===== src/rtl/fpu_pkg.sv =====
// Shared fp16 field layout, flag indices, canonical constants and divider FSM states.
package fpu_pkg;

    localparam int FP16_W     = 16;
    localparam int FP16_EXP_W = 5;
    localparam int FP16_MAN_W = 10;
    localparam int SIGN_BIT   = 15;
    localparam int EXP_LSB    = 10;
    localparam int EXP_MSB    = 14;

    localparam int FLAG_SNAN   = 5;
    localparam int FLAG_QNAN   = 4;
    localparam int FLAG_INF    = 3;
    localparam int FLAG_ZERO   = 2;
    localparam int FLAG_SUB    = 1;
    localparam int FLAG_NORMAL = 0;

    localparam logic [15:0] QNAN_VAL = 16'h7E00;
    localparam logic [15:0] INF_VAL  = 16'h7C00;

    typedef enum logic [2:0] {IDLE, UNPACK, DIVIDE, ROUND, DONE} state_t;

    // expo is the biased exponent after normalisation; subnormals go below 1.
    typedef struct packed {
        logic              sign;
        logic signed [7:0] expo;
        logic [10:0]       man;
        logic              zero;
        logic              sub;
        logic              norm;
        logic              inf;
        logic              qnan;
        logic              snan;
    } unpacked_t;

    // Class flags of a non-NaN fp16 magnitude; exactly one of bits [3:0] is set.
    function automatic logic [5:0] classify(input logic [14:0] m);
        logic [5:0] f;
        f = '0;
        if (m[14:10] == 5'h1F) begin
            f[FLAG_INF] = 1'b1;
        end else if (m[14:10] == 5'h00) begin
            if (m[9:0] == 10'h000) f[FLAG_ZERO] = 1'b1;
            else                   f[FLAG_SUB]  = 1'b1;
        end else begin
            f[FLAG_NORMAL] = 1'b1;
        end
        return f;
    endfunction

endpackage


===== src/rtl/fp_unpack.sv =====
// Classifies one fp16 operand and normalises subnormals so man[10] is always set.
// Latency: combinational.
// Backpressure: none, pure function of the input.
module fp_unpack
    import fpu_pkg::*;
(
    input  logic [15:0] x,
    output unpacked_t   u
);

    logic [4:0]  ef;
    logic [9:0]  mf;
    logic [3:0]  lz;
    logic [10:0] sh;

    always_comb begin
        ef = x[EXP_MSB:EXP_LSB];
        mf = x[EXP_LSB-1:0];

        // Highest set bit wins: leading zeros of {1'b0, mf}.
        lz = 4'd0;
        for (int i = 0; i < FP16_MAN_W; i++) begin
            if (mf[i]) lz = 4'(FP16_MAN_W - i);
        end
        sh = {1'b0, mf} << lz;

        u      = '0;
        u.sign = x[SIGN_BIT];
        if (ef == 5'h1F) begin
            u.inf  = (mf == 10'h000);
            u.qnan = (mf != 10'h000) && mf[9];
            u.snan = (mf != 10'h000) && !mf[9];
            u.expo = 8'sd31;
            u.man  = {1'b1, mf};
        end else if (ef == 5'h00) begin
            if (mf == 10'h000) begin
                u.zero = 1'b1;
            end else begin
                u.sub  = 1'b1;
                u.expo = 8'sd1 - $signed({4'b0000, lz});
                u.man  = sh;
            end
        end else begin
            u.norm = 1'b1;
            u.expo = $signed({3'b000, ef});
            u.man  = {1'b1, mf};
        end
    end

endmodule


===== src/rtl/fp_div_seq.sv =====
// Iterative fp16 divider a/b with RNE; SUBNORMAL_OUT_EN keeps subnormal quotients instead of flushing.
// Latency: out_valid in the 15th cycle after accept (finite path), 2nd cycle for special operands.
// Backpressure: single-entry; result held until out_ready, no accept while busy.
module fp_div_seq
    import fpu_pkg::*;
#(
    parameter int EXP_W = FP16_EXP_W,
    parameter int MAN_W = FP16_MAN_W
) (
    input  logic        clk,
    input  logic        rst,
    input  logic        in_valid,
    output logic        in_ready,
    input  logic [15:0] a,
    input  logic [15:0] b,
    output logic        out_valid,
    input  logic        out_ready,
    output logic [15:0] out,
    output logic [5:0]  out_flag
);

    localparam int ITER  = MAN_W + 2;
    localparam int SIG_W = MAN_W + 1;
    localparam int REM_W = MAN_W + 2;
    localparam int EMAX  = (1 << EXP_W) - 1;

    state_t             state;
    logic [15:0]        a_r;
    logic [15:0]        b_r;
    logic               sign_r;
    logic signed [7:0]  e_r;
    logic [REM_W-1:0]   rem;
    logic [SIG_W-1:0]   div_r;
    logic [SIG_W-1:0]   q;
    logic [3:0]         cnt;

    unpacked_t ua;
    unpacked_t ub;

    fp_unpack u_unpack_a (.x(a_r), .u(ua));
    fp_unpack u_unpack_b (.x(b_r), .u(ub));

    assign in_ready = (state == IDLE);

    // Operand classification and special-case results, valid in UNPACK.
    logic              finite_both;
    logic              nan_case;
    logic              invalid_op;
    logic              inf_case;
    logic              sign_x;
    logic              pre;
    logic signed [7:0] e_pre;
    logic [15:0]       spec_res;
    logic [5:0]        spec_flag;

    always_comb begin
        sign_x      = ua.sign ^ ub.sign;
        finite_both = (ua.sub | ua.norm) & (ub.sub | ub.norm);
        invalid_op  = (ua.zero & ub.zero) | (ua.inf & ub.inf);
        nan_case    = ua.qnan | ua.snan | ub.qnan | ub.snan | invalid_op;
        inf_case    = ua.inf | ub.zero;
        pre         = (ua.man < ub.man);
        e_pre       = ua.expo - ub.expo + 8'sd15 - (pre ? 8'sd1 : 8'sd0);

        spec_flag = '0;
        if (nan_case) begin
            spec_res             = QNAN_VAL;
            spec_flag[FLAG_QNAN] = 1'b1;
            spec_flag[FLAG_SNAN] = ua.snan | ub.snan | invalid_op;
        end else if (inf_case) begin
            spec_res            = INF_VAL | {sign_x, 15'h0000};
            spec_flag[FLAG_INF] = 1'b1;
        end else begin
            spec_res             = {sign_x, 15'h0000};
            spec_flag[FLAG_ZERO] = 1'b1;
        end
    end

    // One restoring step per DIVIDE cycle; the leading quotient bit always
    // shifts out of q because pre-alignment pins it to 1.
    logic             ge;
    logic [REM_W-1:0] rem_sub;
    logic [REM_W-1:0] rem_next;
    logic [SIG_W-1:0] q_next;

    always_comb begin
        ge       = (rem >= {1'b0, div_r});
        rem_sub  = ge ? (rem - {1'b0, div_r}) : rem;
        rem_next = {rem_sub[REM_W-2:0], 1'b0};
        q_next   = {q[SIG_W-2:0], ge};
    end

`ifdef SUBNORMAL_OUT_EN
    logic signed [7:0] s8;
    logic [4:0]        sh_amt;
    logic [35:0]       vec;
    logic [10:0]       field;

    always_comb begin
        s8     = 8'sd1 - e_r;
        sh_amt = (s8 > 8'sd25) ? 5'd25 : s8[4:0];
        vec    = {1'b1, q, 24'h000000} >> sh_amt;
        field  = vec[35:25];
    end
`endif

    logic        sticky;
    logic        up;
    logic [14:0] mag;
    logic [15:0] rnd_res;
    logic [5:0]  rnd_flag;

    always_comb begin
        sticky = |rem;
        up     = 1'b0;
        mag    = '0;
        if (e_r >= EMAX) begin
            mag = INF_VAL[14:0];
        end else if (e_r >= 1) begin
            // A mantissa carry ripples into the exponent field, reaching inf at the top.
            up  = q[0] & (sticky | q[1]);
            mag = {e_r[EXP_W-1:0], q[MAN_W:1]} + 15'(up);
        end else begin
`ifdef SUBNORMAL_OUT_EN
            up  = vec[24] & ((|vec[23:0]) | sticky | field[0]);
            mag = 15'(field) + 15'(up);
`else
            mag = '0;
`endif
        end
        rnd_res  = {sign_r, mag};
        rnd_flag = classify(mag);
    end

    always_ff @(posedge clk or posedge rst) begin
        if (rst) begin
            state     <= IDLE;
            a_r       <= '0;
            b_r       <= '0;
            sign_r    <= 1'b0;
            e_r       <= '0;
            rem       <= '0;
            div_r     <= '0;
            q         <= '0;
            cnt       <= '0;
            out       <= '0;
            out_flag  <= '0;
            out_valid <= 1'b0;
        end else begin
            case (state)
                IDLE: begin
                    if (in_valid) begin
                        a_r   <= a;
                        b_r   <= b;
                        state <= UNPACK;
                    end
                end
                UNPACK: begin
                    sign_r <= sign_x;
                    if (!finite_both) begin
                        out       <= spec_res;
                        out_flag  <= spec_flag;
                        out_valid <= 1'b1;
                        state     <= DONE;
                    end else begin
                        rem   <= pre ? {ua.man, 1'b0} : {1'b0, ua.man};
                        div_r <= ub.man;
                        e_r   <= e_pre;
                        q     <= '0;
                        cnt   <= '0;
                        state <= DIVIDE;
                    end
                end
                DIVIDE: begin
                    rem <= rem_next;
                    q   <= q_next;
                    cnt <= cnt + 4'd1;
                    if (cnt == 4'(ITER - 1)) state <= ROUND;
                end
                ROUND: begin
                    out       <= rnd_res;
                    out_flag  <= rnd_flag;
                    out_valid <= 1'b1;
                    state     <= DONE;
                end
                DONE: begin
                    if (out_ready) begin
                        out_valid <= 1'b0;
                        state     <= IDLE;
                    end
                end
                default: state <= IDLE;
            endcase
        end
    end

endmodule


===== config.mk =====
export PLATFORM = sky130hd
export DESIGN_NAME = fp_div_seq
export DESIGN_NICKNAME = d
export VERILOG_FILES = /design/src/rtl/fpu_pkg.sv /design/src/rtl/fp_unpack.sv /design/src/rtl/fp_div_seq.sv
export SDC_FILE = /design/constraint.sdc
export NUM_CORES = 1
export LEC_CHECK = 0
export ABC_AREA = 1
export CORE_MARGIN = 2
export CORE_UTILIZATION = 53
export CTS_CLUSTER_SIZE = 8
export DETAILED_ROUTE_END_ITERATION = 16
export HOLD_SLACK_MARGIN = 0.15
export MAX_ROUTING_LAYER = met4
export PLACE_DENSITY_LB_ADDON = 0.05
export SYNTH_ARGS = -nofsm -noshare
export SYNTH_HDL_FRONTEND = slang
export SYNTH_HIERARCHICAL = 1
export SYNTH_SLANG_ARGS = --single-unit

===== constraint.sdc =====
create_clock -name clk -period 4.3 [get_ports clk]
set_clock_uncertainty 0.1 [all_clocks]
set_input_delay 1.075 -clock clk [delete_from_list [all_inputs] [get_ports clk]]
set_output_delay 1.075 -clock clk [all_outputs]
set_load 0.005 [all_outputs]

Word level (Yosys, flattened, before mapping)
Index checks and enable logic that the tools add are counted.
{"block": "word_totals", "reg_bits": 105, "in_bits": 36, "out_inout_bits": 24, "word_cells": 153}
{"block": "op_classes", "addsub": 8, "magnitude_cmp": 4, "n_eq_ne": 13, "shifts": 2, "n_mux": 73, "bitwise_logic": 16, "reduce_logical": 25}
{"operator": "2-to-1 mux 19 bit", "n": 6}
{"operator": "2-to-1 mux 4 bit", "n": 21}
{"operator": "2-to-1 mux 15 bit", "n": 3}
{"operator": "2-to-1 mux 16 bit", "n": 2}
{"operator": "one-hot mux 16 bit (2 select lines)", "n": 1}
{"operator": "logical NOT 10 bit", "n": 3}
{"operator": "2-to-1 mux 3 bit", "n": 9}
{"operator": "2-to-1 mux 12 bit", "n": 2}
{"operator": "one-hot mux 12 bit (2 select lines)", "n": 1}
{"operator": "2-to-1 mux 11 bit", "n": 2}
{"operator": "one-hot mux 11 bit (2 select lines)", "n": 1}
{"operator": "<< shifter 10 x 4 -> 11 bit", "n": 2}
{"operator": "nonzero test 10 bit", "n": 2}
{"operator": "adder 15 x 1 -> 15 bit", "n": 1}
{"operator": "== test 5 bit, second input constant", "n": 3}
{"operator": "logical NOT 5 bit", "n": 3}
{"operator": "2-to-1 mux 1 bit", "n": 15}
{"operator": "one-hot mux 3 bit (5 select lines)", "n": 1}
{"operator": "greater-or-equal comparator 12 x 11 -> 1 bit", "n": 1}
{"operator": "one-hot mux 6 bit (2 select lines)", "n": 1}
{"operator": "OR reduction 12 bit", "n": 1}
{"operator": "< comparator 11 bit", "n": 1}
{"operator": "bitwise OR 1 bit", "n": 11}
{"operator": "subtractor 11 bit", "n": 1}
{"operator": "25 further kinds", "n": 47}

Depth between registers and ports, before layout
Gate-level depths: netlist (run 1).
{"block": "logic_depth", "depth_word": 18, "ltp_mapped": 33, "ltp_nobuf": 33}

Cells and area by module
Netlist (run 1), hierarchy kept.
{"module": "fp_div_seq", "n_inst": 1, "cells_each": 753, "area_per_inst_um2": 6281.0, "seq_area_each_um2": 2627.5}
{"module": "fp_unpack", "n_inst": 2, "cells_each": 143, "area_per_inst_um2": 728.2, "seq_area_each_um2": 0.0}

Worst setup path before layout (run 1)
Ideal clock, no wire load.
{"block": "synth_timing", "kind": "register to register", "startpoint": "register b_r[7]", "endpoint": "register e_r[7]", "setup_ns": 0.136, "arrival_time_ns": 3.983, "t_required_ns": 4.064, "slack_ns": 0.081, "stages_incl_launch_ff": 29, "path_buffers": 0, "synth_period_minus_slack_ns": 4.219, "path_cell_list": "dfrtp_1 -> nor3_4 -> nand2_2 -> nor2_4 -> nor2_2 -> nor2_4 -> inv_2 -> a21oi_2 -> nand3_1 -> nand2_1 -> inv_1 -> ha_1 -> nand2_1 -> nor2_1 -> nand3_1 -> nand3_1 -> clkinv_1 -> ha_1 -> inv_1 -> ha_1 -> ha_1 -> fa_1 -> nand3_1 -> nand3_1 -> nand2_1 -> nand2_1 -> a21oi_1 -> xnor2_1 -> o21ai_0"}
{"element": "start, declared", "line_no": "fp_div_seq.sv:29", "rtl": "logic [15:0] b_r;"}
{"element": "start signal, assigned", "line_no": "fp_div_seq.sv:139", "rtl": "b_r <= '0;"}
{"element": "start signal, assigned", "line_no": "fp_div_seq.sv:154", "rtl": "b_r <= b;"}
{"element": "end signal, assigned", "line_no": "fp_div_seq.sv:168", "rtl": "e_r <= e_pre;"}
{"element": "end, declared", "line_no": "fp_div_seq.sv:31", "rtl": "logic signed [7:0] e_r;"}

==> summary.md, run 1 <==
In this run, post-CTS hold repair placed 0 buffers. Headroom to the max-slew limit came out at 46.81%. In this run the critical register-to-register path is launched from b_r[2]$_DFFE_PP0P_. The number of failing setup endpoints in the final timing report was 0; the data required time at the worst endpoint was 4.45 ns. The die is 124.8 um tall. The largest incremental delay on the critical path works out to 0.39 ns. Switching power: 4.337 mW.

The worst-case hold path end point was cnt[3]$_DFFE_PP0P_. Of the cells placed in the final design, the portion with a size suffix greater than 1 is 19.28%. From synthesis to final layout, the design area changed by 23.22%. Leaving out fill and tap cells, the most frequent cell in the layout is nand2_1. The count of cells along the worst hold path is 1. Once layout is complete, the cells apart from fillers number 1,356.

The fraction of synthesized cell area taken by the top area cell type is 33.96%, and the total core area is 14,420 um2. The element type at the critical path end is a register. In the post-synthesis netlist, the biggest area contributors are dfrtp_1 (34%), nand2_1 (11%), nand3_1 (6.9%). Synthesis inferred 105 register bits. The run gives 0.4732 mV as the worst ir drop on vdd.

The routability congestion estimate is 0.9484, and the gate count of the mapped netlist is 1,039. TritonCTS built the clock tree. The final setup TNS came out at 0 ns. STA classifies the critical path startpoint as a register. The analysis attributes to cell leakage a power of 4.644 nW. At the worst endpoint, the arrival time is 4.32 ns.

In the synthesized netlist the async set-or-reset flop fraction comes to 100.0%. Power spread over the standard cell area amounts to 936.1 nW/um2. Using the TritonRoute via totals, the vias-per-cell ratio works out to 5.338. Setup repair after global routing could not meet its margin everywhere. Across all setup checks in the final design, the least slack found is 0.1237 ns.

Internal power comes to 4.588 mW. Cells fill 66.10% of the core in the end. The adder and majority gate portion of the synthesized area is 7.568%. The tightest min-delay check is of the reg -> reg type. The antenna diode count came out at 0. 60 I/O pins were placed. Across every metal layer, demand over resource in global routing totals 25.94%. Sequential elements use 33.96% of the synthesized area. The clock period minus final worst setup slack was 4.176 ns. Of all nets on the critical path, the largest fanout is 5.

The tools report the register share of total power as 19.5%. The logs give 3 for the level count of the clock H-tree and 52 for the number of distinct library cells after synthesis. Dividing the detail-routed wire length by the instance count gives 14.24 um.

Among cell families on the critical path, the largest total delay comes from simple AND/OR/NAND/NOR gates. The clock-pin slew of the registers on the worst-case setup and hold paths was 0.08 ns. The total of warnings raised by yosys is 6, and the average instance area after synthesis is 7.447 um2.

Of all cell types, the one taking the most synthesized area is dfrtp_1. The net count of the finished layout is 1,248. Based on the critical path, the design can be clocked at up to 239.4 MHz.

The run finished with clean final reports. Dominant synthesized flop cell: dfrtp_1. Max-cap violations in this run came to 0. The first global-routing pass estimated 32,440 um of wire.

The mapped netlist covers 7737 um2. The number of enable flip-flop cells after synthesis came out at 0. The clock tree root driver cell was clkbuf_16.

Leaving out fill and tap cells, the most frequent cells in the layout are nand2_1 (226), inv_1 (130), dfrtp_1 (105). The initial antenna violation count was 0; the fraction of power consumed by the clock network was 9.2%. The die is 124.8 um wide. In this run switching power makes up 48.59% of total power. For the total global routing overflow, the log shows 0.

Overall die area: 15,580 um2. Total iterations of the first detailed-routing run: 5. The tools report the beginning of the worst hold path as cnt[3]$_DFFE_PP0P_.

The initial utilization of the core area, before any placement, comes to 53.64%. The logs give 0 for the max-slew violation total from the final report and 2 for the maximum clock path buffer count. The number of nets handed over by synthesis was 1,120. Summed over all nets, the half-perimeter wirelength after detailed placement is 15,070 um.

Across all layers, the routed design uses 7,238 vias. Summing the areas of all compound-gate instances in the mapped netlist gives 11.55% of the synthesized area. By area, the combinational part of the netlist is dominated by simple AND/OR/NAND/NOR gates.

The run gives 0.12 ns as the register-to-register path setup slack. Clock latency on the worst-skew pair, taken at its later pin, is 0.36 ns. After detailed placement, the design holds a cell count of 1,330. The final count of hold timing violations came out at 0. The largest individual stage delay along the critical path comes from the cell dfrtp_1.

Counting cells, the worst reg-to-reg path comes to 33. The largest net degree at the start of global routing is 60, and the slew at the pin with the worst max-slew slack is 0.7970 ns. Of the total synthesized cell area, the portion taken by XOR and XNOR cells is 2.264%.

The post-route DRC violation count came out at 0. The floorplan has 44 rows. OpenSTA, run right after detailed placement, puts the worst setup slack at -0.1168 ns. The count of input and output buffers came out at 59. The endpoint of the worst-slack reg-to-reg timing path is e_r[7]$_DFFE_PP0P_. The number of sinks on the clock net is 105, and the remaining antenna violation count is 0. The routed design has 19,310 um of wire. Counting the buffers created by CTS gives 9. After Yosys synthesis, and, or, nand and nor cells account for 30.81% of the synthesized area. The worst setup path is of the reg -> reg kind.

For this block, the initial DRC count from the detailed router was 440. Multiplexer cells account for 4.657% of the synthesized area. The combinational group share of total power was 71.3%. The buffers plus inverters on the worst setup path was 5; the via count of the first global-routing pass was 6,893. The final period utilization was 97.12%.
power groups by stage:
| stage | Clock (mW) | Combinational, mW | Sequential [mW] |
|---|---|---|---|
| 3_3_place_gp | 0 | 5.71 | 1.75 |
| 2_1_floorplan | 0 | 4.04 | 1.69 |
| 3_5_place_dp | 0 | 5.72 | 1.76 |
| 4_1_cts | 0.840 | 5.87 | 1.74 |
| 5_1_grt | 0.876 | 7.12 | 1.81 |
| 6_report | 0.822 | 6.36 | 1.74 |
cell usage after synthesis (5+ instances only):
cell type and n:
nor2_4 10, o22ai_1 19, o21bai_1 8, nand4_1 19
nand2_1 236, inv_1 138, nand3_1 106, xnor2_1 7
buf_2 15, a21oi_1 39, nand2_4 6, nor2_1 89
o21ai_0 53, o21ai_1 14, clkbuf_1 5, xor2_1 13
nand2_2 7, dfrtp_1 105, mux2_2 32, inv_2 7
buf_4 6, nor2_2 10, ha_1 42
cells by family (layout without fill, tap and decap cells):
group	Yosys count	in the layout
flops	105	105
simple gates	506	507
xor+xnor	20	20
compound gates	155	155
buf+inv	176	308
fa+ha+maj	45	45
mux	32	32
worst max-delay path by stage:
stage	start	to	slack, ns	cells past startpoint
finish	b_r[2]$_DFFE_PP0P_	e_r[7]$_DFFE_PP0P_	0.12	33
global route	b_r[2]$_DFFE_PP0P_	e_r[7]$_DFFE_PP0P_	-0.15	34
CTS	b_r[2]$_DFFE_PP0P_	e_r[7]$_DFFE_PP0P_	0.04	34
detailed placement	b_r[1]$_DFFE_PP0P_	e_r[7]$_DFFE_PP0P_	-0.12	31
global placement	a_r[4]$_DFFE_PP0P_	e_r[7]$_DFFE_PP0P_	-0.09	27
floorplan	b_r[7]$_DFFE_PP0P_	e_r[7]$_DFFE_PP0P_	0.08	28
layout make-up:
type / instances / area (um2)
sequential: 105 / 2628
inverter: 149 / 571.8
timing repair buffer: 143 / 1237
tap: 184 / 230.2
clock buffer: 12 / 256.5
clock inverter: 4 / 32.53
fill: 1324 / 4890
multi-input combinational: 759 / 4578
metal layers:
layer	part of all wire (%)	global-route usage, %	vias to the layer above
li1	-	-	3684
met1	48	35.06	3364
met4	1.6	5.882	0
met5	0	-	-
met3	3.5	4.124	25
met2	47	41.56	165
through the flow:
stage               hold WS (ns)  instance area [um2]  total power [mW]
floorplan                 0.3406                 7737             5.734
global placement          0.3513                 8986             7.451
detailed placement        0.3693                 8986             7.483
CTS                       0.3775                 9343             8.452
global route              0.3981                 9534             9.799
finish                    0.3721                 9534             8.925
what timing repair did:
action,4_1_cts,5_1_grt
setup endpoints to repair,1,4
cloned,1,0
pin swaps,8,20
buffers inserted,2,7
resized for setup,14,37
flip-flops by register name (all words and copies together), names as in the netlist:
register   flops
out           16
out_flag       6
cnt            4
div_r         11
out_valid      1
e_r            8
sign_r         1
a_r           16
q             11
b_r           16
state          3
rem           12
Note: power is estimated with default switching activity, not from simulation.
==> inputs of run 2 (changes only) <==
- CORE_ASPECT_RATIO: not set -> 1.2
==> run 2 against run 1 <==
Utilization is 3.1 points higher. Routed wire length is 3.4% higher. Cell area is 4.2% higher. Flip-flop and latch count stayed put. Critical path type unchanged.
==> summary.md, run 2 (same netlist as run 1, synthesis figures left out) <==
The run finished with clean final reports. The run gives 0 as the initial antenna violation count. The via count of the first global-routing pass is 6,996, and the maximum clock path buffer count is 2. The final standard cell count with taps included and fillers excluded came out at 1,369. Net switching is 48.38% of the power. The internal portion of the total power is 4.837 mW. In this run the horizontal extent of the chip is 114.3 um.

The floorplan has 48 rows. Setup repair after global routing could not meet its margin everywhere. The max-slew violation total from the final report is 0, and the total global routing overflow is 0. The cell area power density was 943.0 nW/um2.

Summed over all failing endpoints, the final setup total negative slack is 0 ns. VDD sags by at most 0.4358 mV. The total core area was 14,350 um2; the fraction of power consumed by the clock network was 8.8%.

The fmax was 238.3 MHz. After clock tree synthesis, the clock-pin slew on the worst setup and hold paths is 0.07 ns. The clock tree root driver cell was clkbuf_16. The endpoint of the worst-slack reg-to-reg timing path is e_r[7]$_DFFE_PP0P_. The number of sinks on the clock net was 105. The count of input and output buffers came out at 59. Before CTS, the worst setup slack after placement is -0.2051 ns. The initial cell density of the core is 53.91%, and the register-to-register path setup slack is 0.10 ns. Across all layers, the routed design uses 7,277 vias.

In this run the tightest slew margin relative to its limit is 39.38%. The tools report the element type at the critical path end as a register. Once placement completed, the tool counted placed cells totaling 1,332. The most critical setup path has its endpoint at e_r[7]$_DFFE_PP0P_.

The clock latency of the later-clocked register in the worst-skew pair is 0.36 ns, and the clock buffer count from CTS is 9. Entering global routing, the biggest net connects 72 pins. The detailed router finished its first iteration with 413 violations. Library cell contributing the largest single delay on the critical path: dfrtp_2. The detailed placer's ending HPWL was 15,250 um; the top-level I/O count was 60.

The first global-routing pass estimated 32,910 um of wire. The run gives 0 as the post-route DRC violation count. In the layout the commonest cells are nand2_1 (217), inv_1 (129), dfrtp_1 (103), buf_4 (103), nand3_1 (91).

The number of buffers inserted by hold repair at cts is 0, and the filler cell count in the final layout is 1,235. The setup path with the least slack is of type reg -> reg. For the final-layout worst hold slack, the log shows 0.3714 ns. The tightest min-delay check is of the reg -> reg type. The die covers 15,590 um2. The most critical setup path has its startpoint at b_r[8]$_DFFE_PP0P_.

The maximum fanout along the worst path works out to 5. Routability-driven placement finished with a final weighted congestion of 0.9701. Sequential cells burn 18.6% of the power. The post-route worst setup slack was 0.1028 ns; the wire length reported by the detailed router was 19,980 um. The largest registers in the layout are a_r (16), b_r (16), out (16).

In this run the critical register-to-register path is launched from b_r[8]$_DFFE_PP0P_. The data arrival at the endpoint of the critical path came out at 4.34 ns. For the worst setup path, the data required time is 4.44 ns. TritonCTS built the clock tree. The average routed wire per standard cell was 14.59 um; the vertical die dimension was 136.4 um.

Share of post-route cells with drive strength above 1: 24.29%. The logs give 4.786 nW for the standby leakage power and 1,270 for the net count of the finished layout. STA classifies the critical path startpoint as a register.

Measured in cells, the most critical reg-to-reg path has a length of 27. The library cell used most frequently in the layout, excluding fill and tap cells, is nand2_1. The count of nets left with antenna violations once routing finished came out at 0. For the combinational group share of total power, the log shows 72.6%. The number of failing setup endpoints in the final timing report came out at 0.

In this run the number of H-tree levels came out at 3. At the pin with the least slew margin, the transition time is 0.9093 ns. The largest incremental delay on the critical path is 0.45 ns. The layout overhead on the synthesized area came out at 28.44%. Max-cap violations in this run came to 0.

The antenna diode count is 0, and the switching power is 4.534 mW. The total iterations of the first detailed-routing run is 4, and the clock period minus final worst setup slack is 4.197 ns. Final period utilization: 97.61%.

Global routing used 27.13% of the available tracks. The final count of hold timing violations was 0; the routed via count divided by cell count was 5.316.
## run 2: changes by cell type in the layout (fill, tap and decap cells not counted), sizes merged
cell	change
clkinv	+2
inv	-1
buf	+22
clkbuf	-1
## run 2: layout make-up
class | instances | area, um2 | share of cell area [%]
clock buffers | 11 | 252.7 | 2.543
clock inverters | 5 | 38.79 | 0.3903
inverters | 149 | 571.8 | 5.753
multi-input cells | 759 | 4820 | 48.50
flip-flops and latches | 105 | 2630 | 26.46
well taps | 175 | 219.0 | 2.203
repair buffers | 165 | 1406 | 14.15
## run 2: what timing repair did
item | 4_1_cts | 5_1_grt
gates cloned | 1 | 0
gates resized for setup | 14 | 97
buffers inserted | 2 | 18
endpoints found under the setup margin | 2 | 4
pin swaps | 7 | 45
## run 2: power by group through the flow
stage / logic [mW] / registers, mW / clock network [mW]
floorplan: 4.04 / 1.69 / 0
global placement: 5.76 / 1.75 / 0
detailed placement: 5.81 / 1.76 / 0
CTS: 5.94 / 1.74 / 0.835
global route: 7.61 / 1.81 / 0.865
finish: 6.80 / 1.75 / 0.823
## run 2: critical path, delay by kind of cell (launching register included)
family / cells / cell delay [ns]
fa+ha+maj: 5 / 1.23
compound gates: 4 / 0.52
simple gates: 11 / 1.06
buf+inv: 6 / 0.60
xor+xnor: 1 / 0.12
flops: 1 / 0.45
## run 2: worst min-delay path by stage
stage                       startpoint                 endpoint  slack, ns  cells past startpoint
5_1_grt        out_flag[1]$_DFFE_PP0P_  out_flag[1]$_DFFE_PP0P_       0.40                      2
6_report            cnt[3]$_DFFE_PP0P_       cnt[3]$_DFFE_PP0P_       0.37                      1
2_1_floorplan       cnt[3]$_DFFE_PP0P_       cnt[3]$_DFFE_PP0P_       0.34                      1
3_3_place_gp        cnt[3]$_DFFE_PP0P_       cnt[3]$_DFFE_PP0P_       0.35                      1
3_5_place_dp        cnt[3]$_DFFE_PP0P_       cnt[3]$_DFFE_PP0P_       0.36                      1
4_1_cts             cnt[3]$_DFFE_PP0P_       cnt[3]$_DFFE_PP0P_       0.37                      1
## run 2: metrics by stage
step	cell area [um2]	power, mW	util (%)
after floorplan	7737	5.734	-
after global placement	9045	7.502	63.01
after detailed placement	9045	7.570	63.01
after CTS	9395	8.518	65.46
after global routing	9938	10.28	69.24
final	9938	9.371	69.24
## run 2: per-layer routing
layer / up-vias / GRT usage [%] / part of all wire (%)
met2: 131 / 46.59 / 51
met4: 0 / 7.995 / 1.6
met3: 20 / 2.764 / 2.5
met5: - / - / 0
met1: 3401 / 33.94 / 45
li1: 3725 / - / -
